$ cat src/rtl/hazard_pkg.sv
// rtl/hazard_pkg.sv - shared constants and helpers for the hazard scoreboard
// Purpose: forward-select encodings, default widths and the forward-priority
// helper used by hazard_scoreboard.
// Ports: none (package).
package hazard_pkg;

  localparam logic [1:0] FWD_RF = 2'b00;
  localparam logic [1:0] FWD_W  = 2'b01;
  localparam logic [1:0] FWD_M  = 2'b10;

  localparam int DEF_REG_AW = 4;
  localparam int DEF_NUM_MC = 2;

  // The M stage holds the younger result, so it beats W. The PC register
  // always comes from the register file.
  function automatic logic [1:0] fwd_select(input logic is_pc,
                                            input logic m_hit,
                                            input logic w_hit);
    if (is_pc)      return FWD_RF;
    else if (m_hit) return FWD_M;
    else if (w_hit) return FWD_W;
    else            return FWD_RF;
  endfunction

endpackage

$ cat src/rtl/mc_tracker.sv
// rtl/mc_tracker.sv - busy flag and destination tag for one multi-cycle unit
// Purpose: records that a unit is occupied and which register it will write.
// Ports:
//   CLK, RESETn   clock, asynchronous active-low reset
//   issue         an operation issues to this unit at the next edge
//   issue_tag     destination register of the issuing operation
//   done          completion pulse from the unit
//   busy, tag     registered occupancy and destination tag
module mc_tracker #(
  parameter int REG_AW = 4
) (
  input  logic              CLK,
  input  logic              RESETn,
  input  logic              issue,
  input  logic [REG_AW-1:0] issue_tag,
  input  logic              done,
  output logic              busy,
  output logic [REG_AW-1:0] tag
);

  // Issue has priority so a back-to-back done/issue leaves the unit busy
  // with the new tag.
  always_ff @(posedge CLK or negedge RESETn) begin
    if (!RESETn) begin
      busy <= 1'b0;
      tag  <= '0;
    end else if (issue) begin
      busy <= 1'b1;
      tag  <= issue_tag;
    end else if (done) begin
      busy <= 1'b0;
    end
  end

endmodule

$ cat src/rtl/hazard_scoreboard.sv
// rtl/hazard_scoreboard.sv - pipeline hazard unit with multi-cycle scoreboard
// Purpose: operand forwarding, load-use / scoreboard / structural stalls,
// branch flushes and memory-freeze control for a 5-stage pipeline with
// NUM_MC multi-cycle units.
// Optional feature: define HAZARD_PERF_CNT_EN to add saturating counters.
// Ports:
//   CLK, RESETn                      clock, asynchronous active-low reset
//   RA1D, RA2D, WA3D, RegWriteD      decode sources/destination/write flag
//   MCSelD                           one-hot multi-cycle unit select in decode
//   RA1E, RA2E, WA3E                 execute sources/destination
//   RegWriteE, MemtoRegE             execute write and load flags
//   WA3M, RegWriteM, WA3W, RegWriteW later-stage writes
//   MCDone                           per-unit completion pulse
//   PCSrcE                           taken branch in execute
//   MemStall                         cache miss freeze
//   ForwardAE, ForwardBE             forward selects (M / W / register file)
//   StallF..StallW, FlushD, FlushE   pipeline controls
//   SBBusy                           pending-write vector
//   MCErr                            sticky done-without-issue error
//   StallCnt, FlushCnt, MemStallCnt  performance counters (optional)
module hazard_scoreboard
  import hazard_pkg::*;
#(
  parameter int REG_AW = DEF_REG_AW,
  parameter int NUM_MC = DEF_NUM_MC
) (
  input  logic                     CLK,
  input  logic                     RESETn,
  input  logic [REG_AW-1:0]        RA1D,
  input  logic [REG_AW-1:0]        RA2D,
  input  logic [REG_AW-1:0]        WA3D,
  input  logic                     RegWriteD,
  input  logic [NUM_MC-1:0]        MCSelD,
  input  logic [REG_AW-1:0]        RA1E,
  input  logic [REG_AW-1:0]        RA2E,
  input  logic [REG_AW-1:0]        WA3E,
  input  logic                     RegWriteE,
  input  logic                     MemtoRegE,
  input  logic [REG_AW-1:0]        WA3M,
  input  logic [REG_AW-1:0]        WA3W,
  input  logic                     RegWriteM,
  input  logic                     RegWriteW,
  input  logic [NUM_MC-1:0]        MCDone,
  input  logic                     PCSrcE,
  input  logic                     MemStall,
  output logic [1:0]               ForwardAE,
  output logic [1:0]               ForwardBE,
  output logic                     StallF,
  output logic                     StallD,
  output logic                     StallE,
  output logic                     StallM,
  output logic                     StallW,
  output logic                     FlushD,
  output logic                     FlushE,
  output logic [(1<<REG_AW)-1:0]   SBBusy,
  output logic                     MCErr
`ifdef HAZARD_PERF_CNT_EN
  ,
  output logic [31:0]              StallCnt,
  output logic [31:0]              FlushCnt,
  output logic [31:0]              MemStallCnt
`endif
);

  localparam int               NREG = 1 << REG_AW;
  localparam logic [REG_AW-1:0] PC  = {REG_AW{1'b1}};

  // ---------------- forwarding ----------------
  assign ForwardAE = fwd_select(RA1E == PC,
                                RegWriteM && (WA3M == RA1E),
                                RegWriteW && (WA3W == RA1E));
  assign ForwardBE = fwd_select(RA2E == PC,
                                RegWriteM && (WA3M == RA2E),
                                RegWriteW && (WA3W == RA2E));

  // ---------------- multi-cycle units ----------------
  logic [NUM_MC-1:0] mc_busy;
  logic [REG_AW-1:0] mc_tag [NUM_MC];
  logic              issue_en;
  logic [NUM_MC-1:0] done_ok;

  assign done_ok = MCDone & mc_busy;

  for (genvar i = 0; i < NUM_MC; i++) begin : g_mc
    mc_tracker #(.REG_AW(REG_AW)) u_trk (
      .CLK       (CLK),
      .RESETn    (RESETn),
      .issue     (issue_en & MCSelD[i]),
      .issue_tag (WA3D),
      .done      (MCDone[i]),
      .busy      (mc_busy[i]),
      .tag       (mc_tag[i])
    );
  end

  // ---------------- stall / flush ----------------
  logic sb_stall;
  logic ldr_stall;
  logic hazard;

  // Only registered scoreboard state is consulted, so a done pulse releases
  // the stall one cycle after its edge.
  assign sb_stall  = SBBusy[RA1D] | SBBusy[RA2D] | SBBusy[WA3D] | (|(MCSelD & mc_busy));
  assign ldr_stall = MemtoRegE & RegWriteE & (WA3E != PC) &
                     ((WA3E == RA1D) | (WA3E == RA2D));
  assign hazard    = sb_stall | ldr_stall;

  // A taken branch squashes decode, so its hazards are irrelevant.
  assign StallF = MemStall | (~PCSrcE & hazard);
  assign StallD = StallF;
  assign StallE = MemStall;
  assign StallM = MemStall;
  assign StallW = MemStall;
  assign FlushD = ~MemStall & PCSrcE;
  assign FlushE = ~MemStall & (PCSrcE | hazard);

  assign issue_en = ~StallD & ~FlushD;

  // ---------------- scoreboard ----------------
  logic [NREG-1:0] sb_next;

  // Clears are applied before the set so a same-edge issue and done of one
  // register leaves it pending.
  always_comb begin
    sb_next = SBBusy;
    for (int i = 0; i < NUM_MC; i++) begin
      if (done_ok[i]) sb_next[mc_tag[i]] = 1'b0;
    end
    if (issue_en && (|MCSelD) && RegWriteD && (WA3D != PC)) sb_next[WA3D] = 1'b1;
  end

  always_ff @(posedge CLK or negedge RESETn) begin
    if (!RESETn) begin
      SBBusy <= '0;
      MCErr  <= 1'b0;
    end else begin
      SBBusy <= sb_next;
      MCErr  <= MCErr | (|(MCDone & ~mc_busy));
    end
  end

`ifdef HAZARD_PERF_CNT_EN
  always_ff @(posedge CLK or negedge RESETn) begin
    if (!RESETn) begin
      StallCnt    <= '0;
      FlushCnt    <= '0;
      MemStallCnt <= '0;
    end else begin
      if (StallD && (StallCnt != '1))      StallCnt    <= StallCnt + 32'd1;
      if (FlushE && (FlushCnt != '1))      FlushCnt    <= FlushCnt + 32'd1;
      if (MemStall && (MemStallCnt != '1)) MemStallCnt <= MemStallCnt + 32'd1;
    end
  end
`endif

endmodule
$ cat config.mk
export PLATFORM = sky130hd
export DESIGN_NAME = hazard_scoreboard
export DESIGN_NICKNAME = d
export VERILOG_FILES = /design/src/rtl/hazard_pkg.sv /design/src/rtl/mc_tracker.sv /design/src/rtl/hazard_scoreboard.sv
export SDC_FILE = /design/constraint.sdc
export NUM_CORES = 1
export LEC_CHECK = 0
export CAP_MARGIN = 40
export CORE_UTILIZATION = 42
export CTS_CLUSTER_DIAMETER = 200
export DETAILED_ROUTE_END_ITERATION = 6
export PLACE_DENSITY = 0.77
export SLEW_MARGIN = 20
export SYNTH_ARGS = -nofsm -noshare
export SYNTH_HDL_FRONTEND = slang
export SYNTH_SLANG_ARGS = --single-unit
$ cat constraint.sdc
create_clock -name CLK -period 2.68 [get_ports CLK]
set_clock_uncertainty 0.2 [all_clocks]
set_input_delay 0.268 -clock CLK [delete_from_list [all_inputs] [get_ports CLK]]
set_output_delay 0.268 -clock CLK [all_outputs]
set_load 0.05 [all_outputs]
* Yosys cells after proc, flatten, opt, wreduce, memory -nomap -nowiden
Cells that the tools add are included.
Storage, ports and cells: register bits after elaboration 27, output and inout port bits 28, word-level logic and storage cells 94, bits of input ports 45
Operators by class: reductions and logical operators 15, bitwise operators 30, $lt $le $gt $ge 8, eq/ne operators 10, muxes and demuxes 25
Operators with widths (number):
- 16-bit two-way mux | 3
- 16-bit AND | 2
- 16-bit inverter | 2
- 4-bit by 5-bit < comparator with 1-bit output (second input constant) | 5
- 4-bit equality test | 6
- 16-bit OR | 1
- 1-bit binary-select mux with 4-bit select | 3
- 1-bit demux with 4-bit select | 3
- 4-bit by 1-bit >= comparator with 1-bit output (second input constant) | 3
- 1-bit two-way mux | 12
- 1-bit logical AND | 10
- 1-bit AND | 9
- 4-bit equality test (second input constant) | 2
- 2-bit two-way mux | 4
- 4-bit inequality test (second input constant) | 2
- 1-bit OR | 8
- 2-bit AND | 3
- 2-bit OR reduction | 3
- 1-bit inverter | 4
- 2-bit nonzero test | 2
- 2-bit inverter | 1

* Longest topological paths before layout
depth in word-level cells 14, depth in mapped cells 8, mapped depth without buffers 6

* By module
From an unflattened synthesis, not the netlist that was laid out.
Second synthesis, totals: cells, all modules 255, area total of the unflattened synthesis 2293.4 um2
Modules (own cells, without submodules):
- hazard_scoreboard | sequential area each 425.4 um2, cells each 233, times used 1, area each 1928.1 um2
- mc_tracker | sequential area each 125.1 um2, cells each 11, times used 2, area each 182.7 um2

* Worst setup path before layout
No wires, ideal clock.
path type register -> output, from reg SBBusy[11], to out StallF, required time 2.212 ns, setup slack -0.435 ns, arrival time 2.647 ns, stages on the path, launching flop included 8, cells stage by stage dfrtp_1 -> mux4_1 -> mux2i_1 -> mux2i_1 -> a2111o_1 -> or2_2 -> a21o_1 -> buf_4
Between the ends: word-level cells in the longest chain between the ends 8
Ends and longest elaborated chain:
- from (decl) | RTL line hazard_scoreboard.sv:55 | output logic [(1<<REG_AW)-1:0] SBBusy,
- from (signal assigned) | RTL line hazard_scoreboard.sv:137 | SBBusy <= sb_next;
- 1-bit binary-select mux with 4-bit select | RTL line hazard_scoreboard.sv:103 | assign sb_stall = SBBusy[RA1D] | SBBusy[RA2D] | SBBusy[WA3D] | (|(MCSelD & mc_busy));
- 1-bit two-way mux (not written as such) | RTL line hazard_scoreboard.sv:103
- 1-bit OR | RTL line hazard_scoreboard.sv:103
- 1-bit OR (*) (2 in series) | RTL line hazard_scoreboard.sv:103
- 1-bit OR (*) | RTL line hazard_scoreboard.sv:106 | assign hazard = sb_stall | ldr_stall;
- 1-bit AND (*) | RTL line hazard_scoreboard.sv:109 | assign StallF = MemStall | (~PCSrcE & hazard);
- 1-bit OR (*) | RTL line hazard_scoreboard.sv:109
- to (decl) | RTL line hazard_scoreboard.sv:48 | output logic StallF,
Every way passes the cells marked *; elsewhere a longest branch is shown, timed or not. The select of a mux whose other input is x is not followed.

* Worst setup path after layout
from reg SBBusy[14], to out StallF
Same word-level chain as after synthesis.

==> run_results.csv <==
group,metric,value,unit
global_routing,grt_pass1_wl,11000,microns
pwr,comb_power_share,0.627,
pwr,clkPwrFrac,0.091,
flow_run,maxCapViolCount,0,
floorplan,die_area,0.00551,sq mm
pwr,intPower,1.38,mW
synth,yosys_warnings,0,
clocking,cts.sinks,27,
clocking,htreeDepth,1,
synth,synthCells,236,
critical_path,crit_type,"reg -> out",
clocking,cts_root_buffer,"clkbuf_8",
floorplan,rows,25,
status,violations,"setup timing",
floorplan,ios,73,
critical_path,r2r_cells,8,
place,dp_slack,-0.636,ns
global_routing,grt_pass1_vias,2235,
sta,whs,0.156,ns
clocking,cts_buffer_depth,2,
synth,synth_cell_type_count,42,
global_routing,grt.overflow.total,0,
critical_path,end_kind,"primary output",
sta,slew_viol_final,0,
sta,min_period,2.95,ns
route,firstDrtPassIters,4,
route,viasPerCell,5.78,
place,dpl_cell_area,0.00323,sq mm
clocking,clk_latency,0.27,ns
floorplan,die_w,74.2,microns
sta,slew_headroom,0.640,
pwr,p_seq_frac,0.281,
layout,fin_area,0.00344,sq mm
floorplan,core,0.00488,sq mm
layout,drive_above_1_share,0.308,
place,hpwl,5590,microns
route,drtIter0Drc,119,
layout,syn_to_final_growth,57.0,%
clocking,cts_tree,"done",
clocking,ctsHoldBuffers,0,
critical_path,worst-path-max-fanout,2,
pwr,ir_worst_vdd,456,uV
synth,synth_edf_count,0,
sta,worst_slack,-0.269,ns
sta,tightest_slew,0.539,ns
sta,timing.final.crit_share,1.10,
pwr,p_switching,1.16,mW
synth,ys_seq_area_frac,0.308,
route,final_antenna_net_count,0,
global_routing,grt_max_degree,28,
sta,setup_viol,20,
global_routing,antenna_found_initial,0,
floorplan,start_util,0.449,
sta,fmax,0.339,GHz
sta,hold_viol,0,
critical_path,start_kind,"register",
pwr,power.density,741,mW/mm^2
pwr,p_leak,1.39,nW
pwr,p_sw_frac,0.457,
synth,syn_avg_cell_area,9.29,sq um
synth,syn-num-nets,281,
place,gp_congestion,0.952,
critical_path,cp.required,2.21,ns
layout,n_antenna_cell,0,
synth,synth_flop_cell,"dfrtp_1",
global_routing,grtUsageTotal,0.267,
layout,design.final.nets,387,
route,via_count,2357,
route,wirelength,7550,microns
sta,rsz0062_at_grt,"true",
route,drc_errors,0,
synth,syn-cell-area,0.00219,sq mm
critical_path,cp.arrival,2.48,ns
place,numPortBuffers,72,
synth,ys_ff_latch,27,
min_path,hp-class,"in -> async",
clocking,cts_buffers,3,
clocking,clk_pin_slew,0.10,ns
floorplan,die_h,74.2,microns
status,status,"complete, but fails checks",
synth,synthArstFlopShare,1.00,
route,wl_per_cell,18.5,microns
==> cell usage after synthesis, types with 2 or more instances <==
cell / instances / area, sq um
a21oi_1: 3 / 15.0
xnor2_1: 12 / 105
a41oi_1: 2 / 17.5
nand4_1: 3 / 18.8
nor3_1: 13 / 65.1
mux2i_1: 14 / 140
nand2b_1: 5 / 31.3
nand3b_1: 2 / 15.0
o21ai_0: 12 / 60.1
nor2b_1: 4 / 25.0
or3_1: 2 / 12.5
xor2_1: 10 / 87.6
dfrtp_1: 27 / 676
o31ai_1: 7 / 52.6
mux4_2: 3 / 67.6
buf_4: 4 / 30.0
and3_1: 2 / 12.5
o22ai_1: 2 / 12.5
nand3_1: 23 / 115
clkbuf_1: 4 / 15.0
nand2_1: 23 / 86.3
buf_6: 3 / 33.8
inv_1: 7 / 26.3
a22oi_1: 13 / 97.6
or4_1: 2 / 15.0
mux2_4: 7 / 105
mux4_1: 4 / 105
nor2_1: 9 / 33.8
==> critical path, stage by stage, from the launching register on <==
cell      delay [ns]
dfrtp_2         0.44
mux4_2          0.46
mux2i_1         0.18
mux2i_1         0.11
a2111o_1        0.36
or2_4           0.28
a21o_4          0.23
buf_8           0.15
==> routing by layer <==
layer	share of wire	vias up	global-route usage
met4	0.027	0	0.0922
met3	0.092	19	0.0407
met1	0.39	1111	0.333
met2	0.49	136	0.473
met5	0	-	0
li1	-	1091	-
==> stage by stage <==
step	std cells	setup TNS, ns	utilization	power [mW]
after floorplan	236	-0.157	-	1.56
after global placement	400	-11.74	0.661	2.12
after detailed placement	400	-14.58	0.661	2.16
after CTS	407	-0.779	0.684	2.44
after global routing	408	-3.58	0.705	2.67
final	408	-2.43	0.705	2.55
==> worst paths after layout <==
path | start | to | slack, ns
worst max-delay path | SBBusy[14] | StallF | -0.27
worst min-delay path | RESETn | g_mc[1].u_trk.busy | 0.16
worst max register to register | SBBusy[14] | g_mc[0].u_trk.tag[0] | -0.17
worst min register to register | MCErr | MCErr | 0.29
max in group asynchronous | RESETn | SBBusy[1] | 1.84
min in group CLK | MCErr | MCErr | 0.29
==> power by group through the flow <==
| stage | sequential [mW] | clock (mW) | combinational [mW] |
|---|---|---|---|
| 2_1_floorplan | 0.980 | 0 | 0.576 |
| 3_3_place_gp | 0.711 | 0 | 1.41 |
| 3_5_place_dp | 0.715 | 0 | 1.44 |
| 4_1_cts | 0.707 | 0.235 | 1.50 |
| 5_1_grt | 0.736 | 0.259 | 1.68 |
| 6_report | 0.717 | 0.233 | 1.60 |
==> cells by family (layout without fill, tap and decap cells) <==
logic type                count (synthesis)  in the layout  synth area share
AOI/OAI and AO/OA                        45             45             0.141
buffers and inverters                    20            125            0.0537
DFF                                      27             27             0.308
muxes                                    28             28             0.191
xor gates and xnor gates                 22             22            0.0879
and+or+nand+nor                          94             94             0.219
==> area by class of cell <==
cell class	instances	area, sq um
multi-input combinational	189	1510
fill	389	1440
timing repair buffer	114	1080
sequential	27	696
tap	67	83.8
clock buffer	3	41.3
inverter	7	26.3
clock inverter	1	7.51
==> cells in the final DEF, fill, tap and decap left out, drive strengths merged, types with 2 or more instances in the layout <==
| cell type | instances |
|---|---|
| nor2b | 4 |
| inv | 7 |
| o21ai | 12 |
| xor2 | 10 |
| and3 | 2 |
| nor3 | 13 |
| or4 | 3 |
| nand2 | 23 |
| nor2 | 9 |
| or3 | 3 |
| nand3 | 23 |
| dfrtp | 27 |
| nand2b | 5 |
| clkbuf | 3 |
| clkdlybuf4s50 | 63 |
| o22ai | 2 |
| buf | 49 |
| mux2 | 7 |
| nand4 | 3 |
| nand3b | 2 |
| a41oi | 2 |
| a22oi | 13 |
| xnor2 | 12 |
| a21oi | 3 |
| mux2i | 14 |
| mux4 | 7 |
| dlygate4sd2 | 2 |
| o31ai | 7 |
==> timing repair <==
action,CTS,global route
endpoints found under the hold margin,0,0
pin swaps,4,3
resized for setup,12,28
endpoints found under the setup margin,28,22
buffers inserted,3,1
==> registers in the layout (all words and copies together) (netlist names) <==
name             cells
g_mc.u_trk.busy      2
g_mc.u_trk.tag       8
SBBusy              16
MCErr                1
(Power assumes the default switching activity.)
